## src/rtl/multiplexed_display_scanner_if.sv

```systemverilog
// Display scanner bus: datapath-side values in, board-side digit/segment drive out.
// The scanner itself connects through the slave modport; whatever feeds it uses master.
interface multiplexed_display_scanner_if #(
    parameter int NUM_DIGITS = 4,
    parameter int PWM_BITS   = 3
);
    logic [4*NUM_DIGITS-1:0] hexValues;
    logic [NUM_DIGITS-1:0]   dpIn;
    logic [NUM_DIGITS-1:0]   digitEnable;
    logic [PWM_BITS-1:0]     brightness;
    logic [NUM_DIGITS-1:0]   digitSel;
    logic [6:0]              segment;
    logic                    dp;
    logic                    frameStart;

    modport master (
        output hexValues, dpIn, digitEnable, brightness,
        input  digitSel, segment, dp, frameStart
    );

    modport slave (
        input  hexValues, dpIn, digitEnable, brightness,
        output digitSel, segment, dp, frameStart
    );
endinterface

```

## src/rtl/multiplexed_display_scanner.sv

```systemverilog
// N-digit time-multiplexed 7-segment scanner with hex decode, per-slot blanking,
// PWM brightness, per-digit enable/decimal point and a frame-synchronous snapshot
// of all display inputs. Every board-facing output is registered and active-low.
module multiplexed_display_scanner #(
    parameter int NUM_DIGITS   = 4,
    parameter int DIGIT_PERIOD = 12000,
    parameter int BLANK_CYCLES = 240,
    parameter int PWM_BITS     = 3
) (
    input  logic                            clk,
    input  logic                            reset,
    multiplexed_display_scanner_if.slave    bus
);

    localparam int DW  = (NUM_DIGITS > 1) ? $clog2(NUM_DIGITS) : 1;
    localparam int PCW = (DIGIT_PERIOD > 1) ? $clog2(DIGIT_PERIOD) : 1;
    // Wide enough for (DIGIT_PERIOD-BLANK_CYCLES) * 2^PWM_BITS with no truncation.
    localparam int OW  = $clog2(DIGIT_PERIOD + 1) + PWM_BITS + 1;

    localparam logic [PCW-1:0] P_LAST = PCW'(DIGIT_PERIOD - 1);
    localparam logic [DW-1:0]  D_LAST = DW'(NUM_DIGITS - 1);
    localparam logic [OW-1:0]  ACTIVE = OW'(DIGIT_PERIOD - BLANK_CYCLES);
    localparam logic [OW-1:0]  BLANK  = OW'(BLANK_CYCLES);

    // Active-high gfedcba pattern for one hex nibble.
    function automatic logic [6:0] f_decode(input logic [3:0] nib);
        logic [6:0] seg;
        case (nib)
            4'h0:    seg = 7'h3F;
            4'h1:    seg = 7'h06;
            4'h2:    seg = 7'h5B;
            4'h3:    seg = 7'h4F;
            4'h4:    seg = 7'h66;
            4'h5:    seg = 7'h6D;
            4'h6:    seg = 7'h7D;
            4'h7:    seg = 7'h07;
            4'h8:    seg = 7'h7F;
            4'h9:    seg = 7'h6F;
            4'hA:    seg = 7'h77;
            4'hB:    seg = 7'h7C;
            4'hC:    seg = 7'h39;
            4'hD:    seg = 7'h5E;
            4'hE:    seg = 7'h79;
            default: seg = 7'h71;
        endcase
        return seg;
    endfunction

    // Scan position: prescaler within a slot and current digit index.
    logic [PCW-1:0]          r_p;
    logic [DW-1:0]           r_d;
    logic                    r_load_pending;

    // Shadow copies of the inputs; the display only ever looks at these.
    logic [4*NUM_DIGITS-1:0] r_hex;
    logic [NUM_DIGITS-1:0]   r_dp_in;
    logic [NUM_DIGITS-1:0]   r_en;
    logic [PWM_BITS-1:0]     r_bright;

    // Registered board drive.
    logic [NUM_DIGITS-1:0]   r_digit_sel;
    logic [6:0]              r_segment;
    logic                    r_dp;
    logic                    r_frame_start;

    logic                    w_p_wrap;
    logic                    w_capture;
    logic [OW-1:0]           w_on_cycles;
    logic [OW-1:0]           w_p_ext;
    logic                    w_in_window;
    logic [3:0]              w_nibble;
    logic                    w_dp_sel;
    logic                    w_en_sel;
    logic [NUM_DIGITS-1:0]   w_sel_onehot;
    logic                    w_lit;

    assign w_p_wrap  = (r_p == P_LAST);
    // A capture happens at the very last cycle of a frame, or on the first clock
    // after reset so the display never shows the cleared shadow as real data.
    assign w_capture = (w_p_wrap && (r_d == D_LAST)) || r_load_pending;

    assign w_on_cycles = (ACTIVE * (OW'(r_bright) + OW'(1))) >> PWM_BITS;
    assign w_p_ext     = OW'(r_p);
    assign w_in_window = (w_p_ext >= BLANK) && (w_p_ext < (BLANK + w_on_cycles));

    // Pick the current digit's nibble, dp, enable and select bit from the shadow.
    always_comb begin
        w_nibble     = 4'h0;
        w_dp_sel     = 1'b0;
        w_en_sel     = 1'b0;
        w_sel_onehot = '0;
        for (int i = 0; i < NUM_DIGITS; i++) begin
            if (r_d == DW'(i)) begin
                w_nibble        = r_hex[i*4 +: 4];
                w_dp_sel        = r_dp_in[i];
                w_en_sel        = r_en[i];
                w_sel_onehot[i] = 1'b1;
            end
        end
    end

    assign w_lit = w_in_window && w_en_sel;

    // Prescaler and digit index advance; digit steps only when the prescaler wraps.
    always_ff @(posedge clk or negedge reset) begin
        if (!reset) begin
            r_p <= '0;
            r_d <= '0;
        end else if (w_p_wrap) begin
            r_p <= '0;
            r_d <= (r_d == D_LAST) ? '0 : r_d + DW'(1);
        end else begin
            r_p <= r_p + PCW'(1);
        end
    end

    // Frame-synchronous snapshot of every display input.
    always_ff @(posedge clk or negedge reset) begin
        if (!reset) begin
            r_hex          <= '0;
            r_dp_in        <= '0;
            r_en           <= '0;
            r_bright       <= '0;
            r_load_pending <= 1'b1;
        end else if (w_capture) begin
            r_hex          <= bus.hexValues;
            r_dp_in        <= bus.dpIn;
            r_en           <= bus.digitEnable;
            r_bright       <= bus.brightness;
            r_load_pending <= 1'b0;
        end
    end

    // Output register: digit select, segments and dp all update on the same edge
    // from the same (p,d) state, so a digit is never driven with its neighbour's data.
    always_ff @(posedge clk or negedge reset) begin
        if (!reset) begin
            r_digit_sel   <= '1;
            r_segment     <= 7'h7F;
            r_dp          <= 1'b1;
            r_frame_start <= 1'b0;
        end else begin
            r_frame_start <= w_capture;
            if (w_lit) begin
                r_digit_sel <= ~w_sel_onehot;
                r_segment   <= ~f_decode(w_nibble);
                r_dp        <= ~w_dp_sel;
            end else begin
                r_digit_sel <= '1;
                r_segment   <= 7'h7F;
                r_dp        <= 1'b1;
            end
        end
    end

    assign bus.digitSel   = r_digit_sel;
    assign bus.segment    = r_segment;
    assign bus.dp         = r_dp;
    assign bus.frameStart = r_frame_start;

endmodule

```

## src/flat_wrapper.sv

```systemverilog
// flat-port wrapper written by rule: the top's interface ports become plain ports
module multiplexed_display_scanner_flat 
#(
    parameter int NUM_DIGITS   = 4,
    parameter int DIGIT_PERIOD = 12000,
    parameter int BLANK_CYCLES = 240,
    parameter int PWM_BITS     = 3
)
  (clk, reset, bus_hexValues, bus_dpIn, bus_digitEnable, bus_brightness, bus_digitSel, bus_segment, bus_dp, bus_frameStart);
  multiplexed_display_scanner_if #(.NUM_DIGITS(NUM_DIGITS), .PWM_BITS(PWM_BITS)) bus_i ();
  input  logic clk;
  input  logic reset;
  input wire logic [$bits(bus_i.hexValues)-1:0] bus_hexValues;
  input wire logic [$bits(bus_i.dpIn)-1:0] bus_dpIn;
  input wire logic [$bits(bus_i.digitEnable)-1:0] bus_digitEnable;
  input wire logic [$bits(bus_i.brightness)-1:0] bus_brightness;
  output wire logic [$bits(bus_i.digitSel)-1:0] bus_digitSel;
  output wire logic [$bits(bus_i.segment)-1:0] bus_segment;
  output wire logic [$bits(bus_i.dp)-1:0] bus_dp;
  output wire logic [$bits(bus_i.frameStart)-1:0] bus_frameStart;
  assign bus_i.hexValues = bus_hexValues;
  assign bus_i.dpIn = bus_dpIn;
  assign bus_i.digitEnable = bus_digitEnable;
  assign bus_i.brightness = bus_brightness;
  assign bus_digitSel = bus_i.digitSel;
  assign bus_segment = bus_i.segment;
  assign bus_dp = bus_i.dp;
  assign bus_frameStart = bus_i.frameStart;
  multiplexed_display_scanner #(.NUM_DIGITS(NUM_DIGITS), .DIGIT_PERIOD(DIGIT_PERIOD), .BLANK_CYCLES(BLANK_CYCLES), .PWM_BITS(PWM_BITS)) u_core (.clk(clk), .reset(reset), .bus(bus_i));
endmodule
```

## config.mk

```make
export PLATFORM = sky130hd
export DESIGN_NAME = multiplexed_display_scanner_flat
export DESIGN_NICKNAME = d
export VERILOG_FILES = /design/src/rtl/multiplexed_display_scanner_if.sv /design/src/rtl/multiplexed_display_scanner.sv /design/src/flat_wrapper.sv
export SDC_FILE = /design/constraint.sdc
export NUM_CORES = 1
export LEC_CHECK = 0
export ABC_AREA = 1
export BUFFER_PORTS_ARGS = -buffer_cell sky130_fd_sc_hd__buf_2
export CAP_MARGIN = 0
export CORE_UTILIZATION = 44
export DETAILED_ROUTE_END_ITERATION = 6
export SYNTH_ARGS = -nofsm -noshare
export SYNTH_HDL_FRONTEND = slang
export SYNTH_SLANG_ARGS = --single-unit
```

## constraint.sdc

```tcl
create_clock -name clk -period 14.9 [get_ports clk]
set_clock_uncertainty 0.05 [all_clocks]
set_input_delay 2.235 -clock clk [delete_from_list [all_inputs] [get_ports clk]]
set_output_delay 2.235 -clock clk [all_outputs]
set_load 0.02 [all_outputs]
```

==> Yosys cells after proc, flatten, opt, wreduce, memory -nomap -nowiden <==
Memory sizes are Yosys's and may differ from the RTL's.
Cells that the tools add are included.
{ "op_classes": {"n_eq_ne": 4, "n_mul": 1, "n_reduce_logical": 5, "add_sub_neg": 4, "bitwise_logic": 3, "order_cmp": 2, "muxes": 22} }
{ "ops": {"columns": ["cell", "n"], "rows": [
  ["2-to-1 mux 4 bit", 5],
  ["less-than comparator 14 x 18 -> 1 bit", 1],
  ["multiplier 10 x 18 -> 14 bit, first input constant", 1],
  ["adder 8 x 15 -> 16 bit, first input constant", 1],
  ["adder 14 x 1 -> 14 bit, second input constant", 1],
  ["equality test 14 bit, second input constant", 1],
  [">= comparator 14 x 8 -> 1 bit, second input constant", 1],
  ["2-to-1 mux 14 bit", 1],
  ["2-to-1 mux 7 bit", 2],
  ["2-to-1 mux 1 bit", 13],
  ["inverter 7 bit", 1],
  ["adder 3 x 1 -> 4 bit, second input constant", 1],
  ["equality test 2 bit, second input constant", 2],
  ["inverter 4 bit", 1],
  ["logical AND 1 bit", 3],
  ["adder 2 x 1 -> 2 bit, second input constant", 1],
  ["equality test 2 x 1 -> 1 bit, second input constant", 1],
  ["zero test 2 bit", 1],
  ["2-to-1 mux 2 bit", 1],
  ["logical OR 1 bit", 1],
  ["inverter 1 bit", 1]
]} }
{ "word_totals": {"elab_cells": 53, "output_inout_bits": 13, "mem_count": 1, "reg_bits": 57, "mem_bits_ro": 112} }
{ "memory_table": {"columns": ["name", "depth", "word_bits", "rd", "rd_ports_with_merged_regs", "write_ports", "line", "text"], "rows": [
  ["(name not given)", 16, 7, 1, 0, 0, "multiplexed_display_scanner.sv:28", "case (nib)"]
]} }

==> Logic depth before layout (Yosys ltp) <==
{ "logic_depth": {"depth_word": 9, "mapped_depth": 32, "depth_no_buf": 31} }

==> Worst setup path before layout <==
Ideal clock, no wire load.
{ "synth_path": {"path_kind": "register to register", "start": "register u_core.r_bright[0]", "end": "register u_core.r_digit_sel[2] (netlist: u_core.bus.digitSel[2])", "n_path_buf": 1, "path_stages_with_launch": 29, "period_less_slack_ns": 4.670, "arrival_ns": 4.533, "slack_ns": 10.230, "cell_sequence": "dfrtp_1 ha_1 xor2_1 fa_1 fa_1 fa_1 inv_1 nand2_1 nand2_1 nand2_1 nand2_1 nand2_1 nand2_1 inv_1 nand3_1 nand3_1 nor2_1 nand3b_1 xnor2_1 ha_1 inv_1 nor3_1 a211oi_1 nand2_1 nand2_1 inv_1 nand2_2 buf_6 nand3_1"} }
{ "synth_via": {"elab_chain_len": 7} }
{ "synth_rtl": {"columns": ["element", "line", "text"], "rows": [
  ["start, declared", "multiplexed_display_scanner.sv:58", "logic [PWM_BITS-1:0] r_bright;"],
  ["start signal, assigned", "multiplexed_display_scanner.sv:129", "r_bright <= bus.brightness;"],
  ["adder 3 x 1 -> 4 bit", "multiplexed_display_scanner.sv:82", "assign w_on_cycles = (ACTIVE * (OW'(r_bright) + OW'(1))) >> PWM_BITS;"],
  ["multiplier 10 x 18 -> 14 bit", "multiplexed_display_scanner.sv:82", null],
  ["adder 8 x 15 -> 16 bit", "multiplexed_display_scanner.sv:84", "assign w_in_window = (w_p_ext >= BLANK) && (w_p_ext < (BLANK + w_on_cycles));"],
  ["less-than comparator 14 x 18 -> 1 bit", "multiplexed_display_scanner.sv:84", null],
  ["logical AND 1 bit", "multiplexed_display_scanner.sv:84", null],
  ["logical AND 1 bit", "multiplexed_display_scanner.sv:102", "assign w_lit = w_in_window && w_en_sel;"],
  ["2-to-1 mux 4 bit", "multiplexed_display_scanner.sv:144", "if (w_lit) begin"],
  ["end signal, assigned", "multiplexed_display_scanner.sv:145", "r_digit_sel <= ~w_sel_onehot;"],
  ["end, declared", "multiplexed_display_scanner.sv:61", "logic [NUM_DIGITS-1:0] r_digit_sel;"]
]} }
No other way between the ends.
A chain may end at the register's enable or synchronous reset.

==> Worst setup path after layout <==
{ "layout_path": {"start": "register u_core.r_bright[0]", "end": "register u_core.r_segment[3] (netlist: u_core.bus.segment[3])"} }
{ "layout_via": {"elab_chain_len": 7} }
{ "layout_rtl": {"columns": ["element", "line", "text"], "rows": [
  ["adder 3 x 1 -> 4 bit", "multiplexed_display_scanner.sv:82", null],
  ["multiplier 10 x 18 -> 14 bit", "multiplexed_display_scanner.sv:82", null],
  ["adder 8 x 15 -> 16 bit", "multiplexed_display_scanner.sv:84", null],
  ["less-than comparator 14 x 18 -> 1 bit", "multiplexed_display_scanner.sv:84", null],
  ["logical AND 1 bit", "multiplexed_display_scanner.sv:84", null],
  ["logical AND 1 bit", "multiplexed_display_scanner.sv:102", null],
  ["2-to-1 mux 7 bit", "multiplexed_display_scanner.sv:144", null],
  ["end signal, assigned", "multiplexed_display_scanner.sv:146", "r_segment <= ~f_decode(w_nibble);"],
  ["end, declared", "multiplexed_display_scanner.sv:62", "logic [6:0] r_segment;"]
]} }
No other way between the ends.

==> qor.txt <==
Max Cap Violations = 0
Hold Path Class = flip-flop to flip-flop
Least-Margin Pin Slew = 968 ps
Remaining DRCs = 0
Fin Setup TNS = 0 ps
synth warn = 0
Final Critical Period = 5150 ps
PD cells = 129 nW/um^2
EDFF count, synth = 0
vias in the first global route = 3542
Worst Hold Launch = u_core.r_p[0]
Root Driver = clkbuf_8
Critical Setup Path Class = flip-flop to flip-flop
Critical Path RT = 15090 ps
fmax = 194 MHz
Final Power = 0.600 mW
first-iteration detailed-routing DRC count = 124
worst-path fanout max = 12
crit path capture type = flip-flop
Final WS setup = 9750 ps
area of the mapped netlist = 4120 um^2
CP Launch Type = flip-flop
final setup fails = 0
initial antenna violation count = 0
Finished Core Util = 52.2%
Clock Tree Buf Depth = 2
final net count = 644
Yosys cell types = 42
Pins Over Slew Limit = 0
CTS Sinks = 57
status = finished, final reports clean
post-synthesis sequential area ratio = 35.0%
DIE AREA = 9760 um^2
first-pass GRT wire length = 15700 um
count leader, synth = nand2_1
RSZ-0062 raised after global routing = no
clk slew on worst S/H paths = 60 ps
vias per inst = 5.03
Worst VDD drop = 61.9 uV
Port Buffers = 41
Worst Setup Slack post-DPL = 9740 ps
overall die width = 98.8 um
row count = 34
slew margin rel. = 34.9%
core area = 8890 um^2
Static Leak = 2.44 nW
final period utilization = 34.5%
Yosys top cell by area = dfrtp_1
post-CTS resize count = 0
Syn Nets = 596
hold path depth = 1
post-route ant nets = 0
Post-Route WL = 8810 um
H-tree levels = 3
total CTS buffers = 9
average wire per standard cell = 13.0 um
gpl congestion = 0.835
DR vias = 3408
predominant post-synthesis flop cell = dfrtp_1
Reg-to-Reg Start = u_core.r_bright[0]
Worst Path Arrival = 5330 ps
FFs w/ async S/R, synth = 100%
Setup Buffers After CTS = 0
Worst R2R Path Depth = 27
area delta synth->final = 12.6%
synth top area cells = dfrtp_1 (27%), ha_1 (13%), nand2_1 (9.4%)
largest net degree at the start of global routing = 58
Synth top cells by count = nand2_1 (103), inv_1 (92), dfrtp_1 (44), ha_1 (43), nand3_1 (39)
Overflow after GRT = 0
Die H = 98.8 um
drt first pass iters = 4
gr usage total = 20.1%
CTS hold repair buffers = 0
diode count = 0
post-synthesis register bit count = 57
HPWL after detailed placement = 6960 um
Post-Syn Instances = 516
layout cells sized above 1 = 17.0%
CTS tree = yes
I/O pin cnt = 42
Synth top area share = 26.7%
Initial Utilization = 46.4%
Final Hold Viols = 0
syn_area_per_cell = 7.99 um^2
CP startpoint = u_core.r_bright[0]
Clock Latency Late Sink = 330 ps
area by class of cell:
type | count | area (um^2)
repair buffers | 44 | 228
well taps | 108 | 135
inverters | 94 | 353
clock buffers | 13 | 159
clock inverters | 3 | 40.0
flip-flops and latches | 57 | 1440
multi-input cells | 358 | 2290
fillers | 834 | 4250
through the flow:
stage,instance area [um^2],hold WS (ps),instances
floorplan,4120,402,516
global placement,4450,413,661
detailed placement,4450,427,661
CTS,4640,437,677
global route,4640,458,677
finish,4640,433,677
report_power, final:
| part | total (mW) | internal (mW) | leakage, nW | switching, mW |
|---|---|---|---|---|
| Clock | 0.144 | 0.0859 | 0.103 | 0.0578 |
| Combinational | 0.291 | 0.109 | 1.65 | 0.181 |
| Sequential | 0.166 | 0.162 | 0.680 | 0.00374 |
registers in the layout, summed over array words and instances (netlist names):
register	count
u_core.r_dp_in	4
u_core.bus.segment	7
u_core.r_hex	16
u_core.r_bright	3
u_core.r_p	14
u_core.r_en	4
u_core.bus.frameStart	1
u_core.bus.dp	1
u_core.r_d	2
u_core.bus.digitSel	4
u_core.r_load_pending	1
routing by layer:
layer	track usage, %	up-vias	share of wire (%)
li1	-	1761	-
met1	25.4	1550	46
met2	34.9	83	49
met3	3.26	14	4.1
met4	7.12	0	1.8
met5	0	-	0
path summary, 6_finish.rpt:
check	endpoint	slack (ps)
hold / removal	u_core.r_p[0]	430
hold reg to reg	u_core.r_p[0]	430
setup reg to reg	u_core.bus.segment[3]	9750
setup / recovery	u_core.bus.segment[3]	9750
max in group asynchronous	u_core.r_p[1]	12320
min in group asynchronous	u_core.r_p[8]	2000
critical path, stage by stage, from the launching register on:
cell and delay (ps):
dfrtp_1 540, ha_1 220, xor2_1 440, fa_1 570, fa_1 500, fa_1 460, inv_1 80, nand2_1 60
nand2_1 70, nand2_1 60, nand2_1 60, nand2_1 60, nand2_1 70, inv_1 50, nand3_1 80, nand3_1 130
nor2_1 180, nand3b_1 110, xnor2_1 140, ha_1 290, inv_1 80, nor3_1 50, a211oi_1 190, nand2_1 80
nand2_1 60, inv_1 40, nand2_2 190, nand3_1 120
logic make-up (layout without fill, tap and decap cells):
kind of cell	Yosys count	in the layout	synth area share, %
xor+xnor	11	11	2.34
simple gates	206	206	22.0
other cells	1	1	0.0909
buf+inv	101	154	9.56
flops	57	57	35.0
compound gates	77	77	10.8
mux	12	12	3.28
fa+ha+maj	51	51	16.9
cell usage in the layout (no fill, tap or decap), types with 5 or more instances in the layout:
master    synthesis  layout
a21oi_1          23      23
buf_2             3      41
clkbuf_8          0      11
dfrtp_1          44      44
dfstp_2          13      13
fa_1              8       8
ha_1             43      43
inv_1            92      92
mux2_2            9       9
nand2_1         103     103
nand2_2           5       5
nand3_1          39      39
nand4_1           6       6
nor2_1           35      35
nor3_1            7       7
o21ai_0          34      34
xnor2_1           5       5
xor2_1            6       6
Note: power is estimated with default switching activity, not from simulation.
